## config.mk

```make
export PLATFORM = sky130hd
export DESIGN_NAME = div_radix2_unit
export DESIGN_NICKNAME = d
export VERILOG_FILES = /design/src/rtl/div_radix2_unit.sv
export SDC_FILE = /design/constraint.sdc
export NUM_CORES = 1
export LEC_CHECK = 0
export BUFFER_PORTS_ARGS = -buffer_cell sky130_fd_sc_hd__buf_2
export CAP_MARGIN = 20
export CORE_UTILIZATION = 30
export DETAILED_ROUTE_END_ITERATION = 10
export GPL_ROUTABILITY_DRIVEN = 0
export HOLD_SLACK_MARGIN = 0.02
export MAX_ROUTING_LAYER = met4
export PLACE_DENSITY_LB_ADDON = 0.08
export SLEW_MARGIN = 40
export SYNTH_ARGS = -nofsm -noshare
export SYNTH_HDL_FRONTEND = slang
export SYNTH_SLANG_ARGS = --single-unit
```

## constraint.sdc

```tcl
create_clock -name clk -period 6.2 [get_ports clk]
set_clock_uncertainty 0.2 [all_clocks]
set_input_delay 0.31 -clock clk [delete_from_list [all_inputs] [get_ports clk]]
set_output_delay 0.31 -clock clk [all_outputs]
set_load 0.005 [all_outputs]
```

## src/rtl/div_radix2_unit.sv

```systemverilog
// Iterative radix-2 restoring divider (DIV/DIVU) for the EX-stage divide handshake.
// Produces one quotient bit per clock; result_o = {remainder, quotient}.
module div_radix2_unit #(
    parameter int WIDTH = 32
) (
    input  logic               clk,
    input  logic               rst,
    input  logic               signed_div_i,
    input  logic [WIDTH-1:0]   opdata1_i,
    input  logic [WIDTH-1:0]   opdata2_i,
    input  logic               start_i,
    input  logic               annul_i,
    output logic [2*WIDTH-1:0] result_o,
    output logic               ready_o,
    output logic               busy_o
);
    localparam int CW = $clog2(WIDTH) + 1;

    typedef enum logic [1:0] {S_IDLE, S_CALC, S_DONE} state_t;

    state_t             r_state, w_next;
    logic [CW-1:0]      r_cnt;
    logic [WIDTH-1:0]   r_dvd;     // dividend shifts out as quotient shifts in
    logic [WIDTH-1:0]   r_dvs;
    logic [WIDTH-1:0]   r_rem;
    logic               r_sign1, r_sign2, r_signed;
    logic [2*WIDTH-1:0] r_result;
    logic               r_ready;

    logic               w_go, w_abort, w_last, w_ge, w_div_zero;
    logic [WIDTH-1:0]   w_abs1, w_abs2, w_rem_nx, w_quo_nx, w_q_fix, w_r_fix;
    logic [WIDTH:0]     w_rem_sh, w_diff;

    assign w_go       = start_i && !annul_i;
    assign w_abort    = annul_i || !start_i;
    assign w_div_zero = (opdata2_i == '0);
    assign w_last     = (r_cnt == CW'(WIDTH - 1));

    assign w_abs1 = (signed_div_i && opdata1_i[WIDTH-1]) ? ('0 - opdata1_i) : opdata1_i;
    assign w_abs2 = (signed_div_i && opdata2_i[WIDTH-1]) ? ('0 - opdata2_i) : opdata2_i;

    // Bit WIDTH of the difference is the borrow: clear means rem_sh >= divisor.
    assign w_rem_sh = {r_rem, r_dvd[WIDTH-1]};
    assign w_diff   = w_rem_sh - {1'b0, r_dvs};
    assign w_ge     = ~w_diff[WIDTH];
    assign w_rem_nx = w_ge ? w_diff[WIDTH-1:0] : w_rem_sh[WIDTH-1:0];
    assign w_quo_nx = {r_dvd[WIDTH-2:0], w_ge};

    assign w_q_fix = (r_signed && (r_sign1 ^ r_sign2)) ? ('0 - w_quo_nx) : w_quo_nx;
    assign w_r_fix = (r_signed && r_sign1) ? ('0 - w_rem_nx) : w_rem_nx;

    always_ff @(posedge clk or posedge rst) begin
        if (rst) r_state <= S_IDLE;
        else     r_state <= w_next;
    end

    always_comb begin
        w_next = r_state;
        case (r_state)
            S_IDLE: if (w_go) w_next = w_div_zero ? S_DONE : S_CALC;
            S_CALC: begin
                if (w_abort)     w_next = S_IDLE;
                else if (w_last) w_next = S_DONE;
            end
            S_DONE: if (w_abort) w_next = S_IDLE;
            default: w_next = S_IDLE;
        endcase
    end

    always_ff @(posedge clk or posedge rst) begin
        if (rst) begin
            r_cnt    <= '0;
            r_dvd    <= '0;
            r_dvs    <= '0;
            r_rem    <= '0;
            r_sign1  <= 1'b0;
            r_sign2  <= 1'b0;
            r_signed <= 1'b0;
            r_result <= '0;
            r_ready  <= 1'b0;
        end else begin
            case (r_state)
                S_IDLE: begin
                    r_ready <= 1'b0;
                    if (w_go) begin
                        if (w_div_zero) begin
                            r_result <= '0;
                            r_ready  <= 1'b1;
                        end else begin
                            r_dvd    <= w_abs1;
                            r_dvs    <= w_abs2;
                            r_rem    <= '0;
                            r_cnt    <= '0;
                            r_sign1  <= opdata1_i[WIDTH-1];
                            r_sign2  <= opdata2_i[WIDTH-1];
                            r_signed <= signed_div_i;
                        end
                    end
                end
                S_CALC: begin
                    r_ready <= 1'b0;
                    if (!w_abort) begin
                        r_rem <= w_rem_nx;
                        r_dvd <= w_quo_nx;
                        r_cnt <= r_cnt + CW'(1);
                        if (w_last) begin
                            r_result <= {w_r_fix, w_q_fix};
                            r_ready  <= 1'b1;
                        end
                    end
                end
                S_DONE: if (w_abort) r_ready <= 1'b0;
                default: r_ready <= 1'b0;
            endcase
        end
    end

    assign result_o = r_result;
    assign ready_o  = r_ready;
    assign busy_o   = (r_state == S_CALC);
endmodule

```

==> results of run 1 <==
power by group:
group | total, mW | leakage, nW | internal, mW | switching, mW
clock | 1.22 | 0.315 | 0.696 | 0.524
sequential | 1.38 | 2.28 | 1.26 | 0.122
combinational | 1.11 | 3.62 | 0.412 | 0.698
sequential cells by signal, summed over array words and instances (netlist names):
signal / count
result_o: 64
r_dvd: 32
r_dvs: 32
r_cnt: 6
r_signed: 1
r_state: 2
r_rem: 32
r_sign2: 1
ready_o: 1
r_sign1: 1
area by class of cell:
type	instances	share of cell area
Multi-Input combinational cell	1192	0.511
Tap cell	525	0.0457
Clock inverter	13	0.0140
Timing Repair Buffer	188	0.0828
Clock buffer	18	0.0305
Inverter	61	0.0163
Sequential cell	172	0.299
kinds of logic (layout without fill, tap and decap cells):
family                     after synthesis  after routing  synth area share
xor gates and xnor gates               137            137            0.0981
buffers and inverters                  143            280            0.0499
AOI/OAI and AO/OA                      485            485             0.247
muxes                                   20             20            0.0164
and+or+nand+nor                        512            512             0.197
DFF                                    172            172             0.352
adders and majority gates               38             38            0.0395
layout by cell type (no fill, tap or decap), types with 11 or more instances in the layout:
| master | Yosys | final |
|---|---|---|
| nand2_1 | 216 | 215 |
| o21ai_0 | 188 | 188 |
| dfrtp_1 | 172 | 172 |
| buf_2 | 11 | 134 |
| a21oi_1 | 111 | 111 |
| nor2_1 | 109 | 108 |
| xor2_1 | 75 | 75 |
| xnor2_1 | 62 | 62 |
| inv_1 | 61 | 59 |
| o31ai_1 | 45 | 45 |
| ha_1 | 37 | 37 |
| dlygate4sd3_1 | 1 | 36 |
| nor3_1 | 29 | 28 |
| a22oi_1 | 21 | 21 |
| mux2i_1 | 20 | 20 |
| nand3_1 | 19 | 19 |
| nor4_1 | 19 | 18 |
| or3_1 | 17 | 17 |
| clkbuf_16 | 0 | 17 |
| buf_4 | 3 | 16 |
| nand4_1 | 15 | 15 |
| nand2b_1 | 15 | 14 |
| and2_1 | 12 | 11 |
stage by stage:
step | std cells | instance area [sq um]
after global placement | 2101 | 13300
final | 2169 | 14400
after detailed placement | 2102 | 13400
after floorplan | 1507 | 12200
after global routing | 2169 | 14400
after CTS | 2169 | 14400
worst paths after layout:
check                                               from                        to  slack [ns]  depth (start not counted)
worst max-delay path               r_dvd[31]$_DFFE_PP0P_  result_o[28]$_DFFE_PP0P_        0.45                         21
max in group asynchronous                            rst     r_dvs[11]$_DFFE_PP0P_        4.45                          4
worst min register to register  result_o[12]$_DFFE_PP0P_  result_o[12]$_DFFE_PP0P_        0.27                          2
min in group asynchronous                            rst  result_o[12]$_DFFE_PP0P_        0.27                          3
worst max register to register     r_dvd[31]$_DFFE_PP0P_  result_o[28]$_DFFE_PP0P_        0.45                         21
worst min-delay path                       opdata2_i[15]     r_dvs[15]$_DFFE_PP0P_        0.04                          3
synth_stat cells, types with 19 or more instances:
cell      number  area [sq um]
o31ai_1       45           338
xnor2_1       62           543
ha_1          37           463
dfrtp_1      172          4300
o21ai_0      188           941
nand2_1      216           811
nor2_1       109           409
nor3_1        29           145
a21oi_1      111           556
inv_1         61           229
xor2_1        75           657
nor4_1        19           119
nand3_1       19          95.1
mux2i_1       20           200
a22oi_1       21           158
clkbuf_1      57           214
worst min-delay path, cell delays in order:
cell	delay (ns)
buf_2	0.11
xor2_1	0.09
a21oi_1	0.14
routing by layer:
layer / GRT usage / routed length [um] / part of all wire
met5: - / 0 / 0
met4: 0.0494 / 514 / 0.012
met3: 0.0338 / 1860 / 0.044
met2: 0.317 / 18900 / 0.45
met1: 0.300 / 20900 / 0.49
timing repair:
action,CTS,global route
hold buffers,36,0
hold endpoints to repair,94,0
gates resized for setup,0,0
==> results_dict.tcl, run 1 <==
set metrics [dict create \
    dp_hpwl_mm 32.3 \
    relSlewSlack 0.458 \
    die_area_sq_mm 0.0416 \
    grt_pass1_wl_mm 66.1 \
    fin_nets 1739 \
    synthArstFlopShare 1.00 \
    yosysSeqAreaShare 0.352 \
    crit_slowest_cell "or3_1" \
    cts_max_level 4 \
    cp_data_arrival_time_ns 5.86 \
    coreArea_sq_mm 0.0400 \
    min_period_ns 5.75 \
    cts_tree "done" \
    max_freq_mhz 174 \
    endpoint_kind "flip-flop" \
    synth.avg_cell_area_sq_um 8.11 \
    insertion_delay_ns 0.45 \
    vias 11510 \
    routed_wl_mm 42.2 \
    num_antenna_cells 0 \
    syn_area_sq_mm 0.0122 \
    multi_input_area_sq_mm 0.00735 \
    rsz0062_at_grt "false" \
    clk_pin_slew_ns 0.07 \
    grt_max_degree 115 \
    chipHeight_um 204 \
    ant_nets 0 \
    setup-tns-final_ns 0 \
    port_buffers 134 \
    power_mw 3.72 \
    synthesis.nets 1614 \
    start_util 0.306 \
    drt_iter0_drc 716 \
    clockRootBuffer "clkbuf_16" \
    die_w_um 204 \
    regArea_sq_mm 0.00430 \
    finalHoldViolations 0 \
    slew_violations 0 \
    post_drt_via_cell_ratio 5.31 \
    path_cells "inv_1 > ha_1 > fa_1 > nand2b_1 > a21o_1 > a31oi_1 > o21a_4 > a31o_2 > nor2_4 > inv_1 > ha_1 > nand2b_1 > or4_1 > or3_1 > nor4_1 > buf_4 > inv_1 > nor4_1 > a21oi_1 > xnor2_1 > o21ai_0" \
    track_usage 0.213 \
    power_density_mw_per_mm2 258 \
    synth.distinct_cells 83 \
    fin_ws_ns 0.448 \
    min_path_type "input port to flip-flop" \
    status "completed" \
    drc 0 \
    max_stage_delay_ns 0.46 \
    fillCellCount 4270 \
    crit_buf_inv 4 \
    antenna_found_initial 2 \
    cp.required_ns 6.30 \
    synth_edf_count 0 \
    cts_setup_buffers 0 \
    grt_overflow 0 \
    path_class "flip-flop to flip-flop" \
    drive_gt1_frac 0.137 \
    path_delay_family "simple AND/OR/NAND/NOR gates" \
    io_pins 135 \
    rows 73 \
    setup_violations 0 \
    cts_buffer_depth 2 \
    yosysWarnings 0 \
    worstSetupStartpointType "flip-flop" \
    final_util 0.359 \
    holdWs_ns 0.0448 \
    cts_made_buffers 17 \
    max-cap-violations 0 \
    cp_common_cell "inv_1" \
    wire_per_inst_um 19.4 \
    finalCritPeriodShare 0.928 \
    place_ws_ns 0.552 \
    cts.sinks 172 \
    grt_pass1_vias 11170 \
    worst_slew_pin_slew_ns 0.814 \
    syn_inst 1507 \
    crit_fanout 9 \
    ys_ff_latch 172 \
    p_leak_nw 6.22 \
    ir_drop_v 0.000173 \
    ys.flop_type "dfrtp_1" \
    area_growth_pct 17.6 \
    drt-pass1-iter-count 5 \
]
(Power assumes the default switching activity.)
==> run 2, diff against run 1 <==
--- a/config.mk
+++ b/config.mk
@@ -5,6 +5,7 @@
 export SDC_FILE = /design/constraint.sdc
 export NUM_CORES = 1
 export LEC_CHECK = 0
+export ABC_AREA = 1
 export BUFFER_PORTS_ARGS = -buffer_cell sky130_fd_sc_hd__buf_2
 export CAP_MARGIN = 20
 export CORE_UTILIZATION = 30
@@ -13,7 +14,7 @@
 export HOLD_SLACK_MARGIN = 0.02
 export MAX_ROUTING_LAYER = met4
 export PLACE_DENSITY_LB_ADDON = 0.08
-export SLEW_MARGIN = 40
+export SKIP_CTS_REPAIR_TIMING = 1
 export SYNTH_ARGS = -nofsm -noshare
 export SYNTH_HDL_FRONTEND = slang
 export SYNTH_SLANG_ARGS = --single-unit
==> run 2 against run 1 <==
- synthesized cell count is 37% higher
- clock power is 4% lower
- highest routed layer unchanged
- clock-buffer cell count is 4 higher
- sequential power is 12% higher
- largest power group is now combinational logic
- register-to-register slack better by 1.1 ns
- the flow now finishes with violations (negative hold slack)
- synthesized area is 8.1% higher
==> results_dict.tcl, run 2 <==
set metrics [dict create \
    antenna_found_initial 0 \
    power_mw 5.94 \
    yosysWarnings 0 \
    ys_ff_latch 172 \
    cts_buffer_depth 2 \
    largest_reg_flops 64 \
    track_usage 0.222 \
    coreArea_sq_mm 0.0433 \
    clk_pin_slew_ns 0.07 \
    yosys-top-cells-area "dfrtp_1 (33%), nand2_1 (20%), inv_1 (7.9%), nor2_1 (5.5%), o21ai_0 (5.0%)" \
    clockRootBuffer "clkbuf_16" \
    holdWs_ns -0.0181 \
    p_int_mw 3.01 \
    cts_made_buffers 17 \
    regToRegEndpoint "result_o[28]$_DFFE_PP0P_" \
    drive_gt1_frac 0.107 \
    violations "negative hold slack" \
    slew_violations 0 \
    fin_area_sq_mm 0.0153 \
    placedCellCount 2736 \
    dpl_cell_area_sq_mm 0.0144 \
    drt_iter0_drc 893 \
    crit_fanout 14 \
    wire_per_inst_um 16.9 \
    ys.flop_type "dfrtp_1" \
    r2r_slack_ns 1.56 \
    max_stage_delay_ns 0.41 \
    cp.required_ns 6.38 \
    min_path_type "input port to flip-flop" \
    power_density_mw_per_mm2 389 \
    worst_slew_pin_slew_ns 0.887 \
    die_w_um 212 \
    setup_violations 0 \
    ant_nets 0 \
    fin_nets 2298 \
    p_sw_frac 0.493 \
    ys_top_cells_by_count "nand2_1 (714), inv_1 (279), nor2_1 (193)" \
    synthArstFlopShare 1.00 \
    area_growth_pct 15.5 \
    grt_pass1_vias 12775 \
    insertion_delay_ns 0.46 \
    rsz0062_at_grt "false" \
    grt_max_degree 73 \
    layoutNonFillerInstCount 2789 \
    synth_most_common_cell "nand2_1" \
    fillCellCount 4819 \
    finalCritPeriodShare 0.749 \
    drt-pass1-iter-count 5 \
    cts_tree "done" \
    final_cell_mix "nand2_1 (714), inv_1 (278), nor2_1 (192)" \
    port_buffers 134 \
    status "complete, but fails checks" \
    r2r-start "r_dvd[31]$_DFFE_PP0P_" \
    syn_area_sq_mm 0.0132 \
    clockPowerShare 0.197 \
    synth.avg_cell_area_sq_um 6.40 \
    worstHoldStart "opdata1_i[22]" \
    ir_drop_v 0.000174 \
    multi_input_area_sq_mm 0.00753 \
    relSlewSlack 0.405 \
    cp_data_arrival_time_ns 4.82 \
    max-cap-violations 0 \
    start_util 0.305 \
    synth_top_area_frac 0.326 \
    worstRegToRegCells 25 \
    syn_inst 2065 \
    chipHeight_um 212 \
    yosysSeqAreaShare 0.326 \
    post_drt_via_cell_ratio 4.78 \
    rows 76 \
    regArea_sq_mm 0.00430 \
    crit_slowest_cell "nor3_1" \
    grt_overflow 0 \
    setup-tns-final_ns 0 \
    vias 13334 \
    max_freq_mhz 215 \
    p_leak_nw 8.23 \
    cts.sinks 172 \
    drc 0 \
    synth.distinct_cells 53 \
    endpoint_kind "flip-flop" \
    final_common_cell "nand2_1" \
    p_sw_mw 2.93 \
    synth_edf_count 0 \
    grt_pass1_wl_mm 73.1 \
    pwr-share-seq 0.261 \
    routed_wl_mm 47.1 \
    cts_max_level 4 \
    hold_depth 3 \
    die_area_sq_mm 0.0449 \
    final_util 0.353 \
    whs_endpoint "r_dvd[22]$_DFFE_PP0P_" \
    num_antenna_cells 0 \
    finalHoldViolations 5 \
    yosysTopAreaCell "dfrtp_1" \
    dp_hpwl_mm 37.0 \
    synthesis.nets 2172 \
    p_comb_frac 0.542 \
    min_period_ns 4.64 \
    path_class "flip-flop to flip-flop" \
    io_pins 135 \
    worstSetupStartpointType "flip-flop" \
]
## run 2: worst max path at each step
stage / from / end / cells after the start
2_1_floorplan: rst / r_cnt[0]$_DFFE_PP0P_ / 1
3_3_place_gp: r_dvd[31]$_DFFE_PP0P_ / result_o[28]$_DFFE_PP0P_ / 26
3_5_place_dp: r_dvd[31]$_DFFE_PP0P_ / result_o[30]$_DFFE_PP0P_ / 24
4_1_cts: r_dvd[31]$_DFFE_PP0P_ / result_o[28]$_DFFE_PP0P_ / 25
5_1_grt: r_dvd[31]$_DFFE_PP0P_ / result_o[28]$_DFFE_PP0P_ / 24
6_report: r_dvd[31]$_DFFE_PP0P_ / result_o[28]$_DFFE_PP0P_ / 25
## run 2: logic make-up (layout without fill, tap and decap cells)
kind of cell / Yosys count / after routing / synth area share
AND/OR/NAND/NOR: 1148 / 1148 / 0.364
buffers and inverters: 355 / 494 / 0.105
AO/OA/AOI/OAI: 282 / 282 / 0.122
flip-flops: 172 / 172 / 0.326
XOR/XNOR: 70 / 70 / 0.0464
adder cells (fa/ha/maj): 38 / 38 / 0.0366
## run 2: routing by layer
| layer | global-route usage | share of wire | routed length [um] | vias to the layer above |
|---|---|---|---|---|
| li1 | - | - | - | 6816 |
| met1 | 0.297 | 0.48 | 22500 | 6251 |
| met2 | 0.356 | 0.47 | 22100 | 235 |
| met3 | 0.0301 | 0.039 | 1830 | 32 |
| met4 | 0.0502 | 0.014 | 650 | 0 |
| met5 | - | 0 | 0 | - |
## run 2: area by class of cell
class | count | area share
Clock inverter | 10 | 0.00844
Timing Repair Buffer | 168 | 0.0641
Clock buffer | 22 | 0.0317
Multi-Input combinational cell | 1538 | 0.493
Tap cell | 585 | 0.0480
Inverter | 294 | 0.0726
Sequential cell | 172 | 0.282
## run 2: worst max-delay path, delay by kind of cell, from the launching register on
kind	cells	cell delay, ns
AO/OA/AOI/OAI	1	0.15
adder cells (fa/ha/maj)	3	0.78
buffers and inverters	2	0.17
flip-flops	1	0.36
AND/OR/NAND/NOR	19	2.89
## run 2: stage by stage
stage | hold slack, ns | setup slack, ns
2_1_floorplan | 0.227 | 1.03
3_5_place_dp | 0.262 | 1.58
3_3_place_gp | 0.264 | 1.70
4_1_cts | -0.215 | 1.55
5_1_grt | 0.0215 | 0.975
6_report | -0.0181 | 1.56
## run 2: power groups by stage
stage               clock (mW)  combinational [mW]  sequential [mW]
floorplan                    0                2.29             1.51
global placement             0                3.21             1.57
detailed placement           0                3.21             1.57
CTS                       1.20                3.22             1.55
global route              1.24                3.66             1.58
finish                    1.17                3.22             1.55
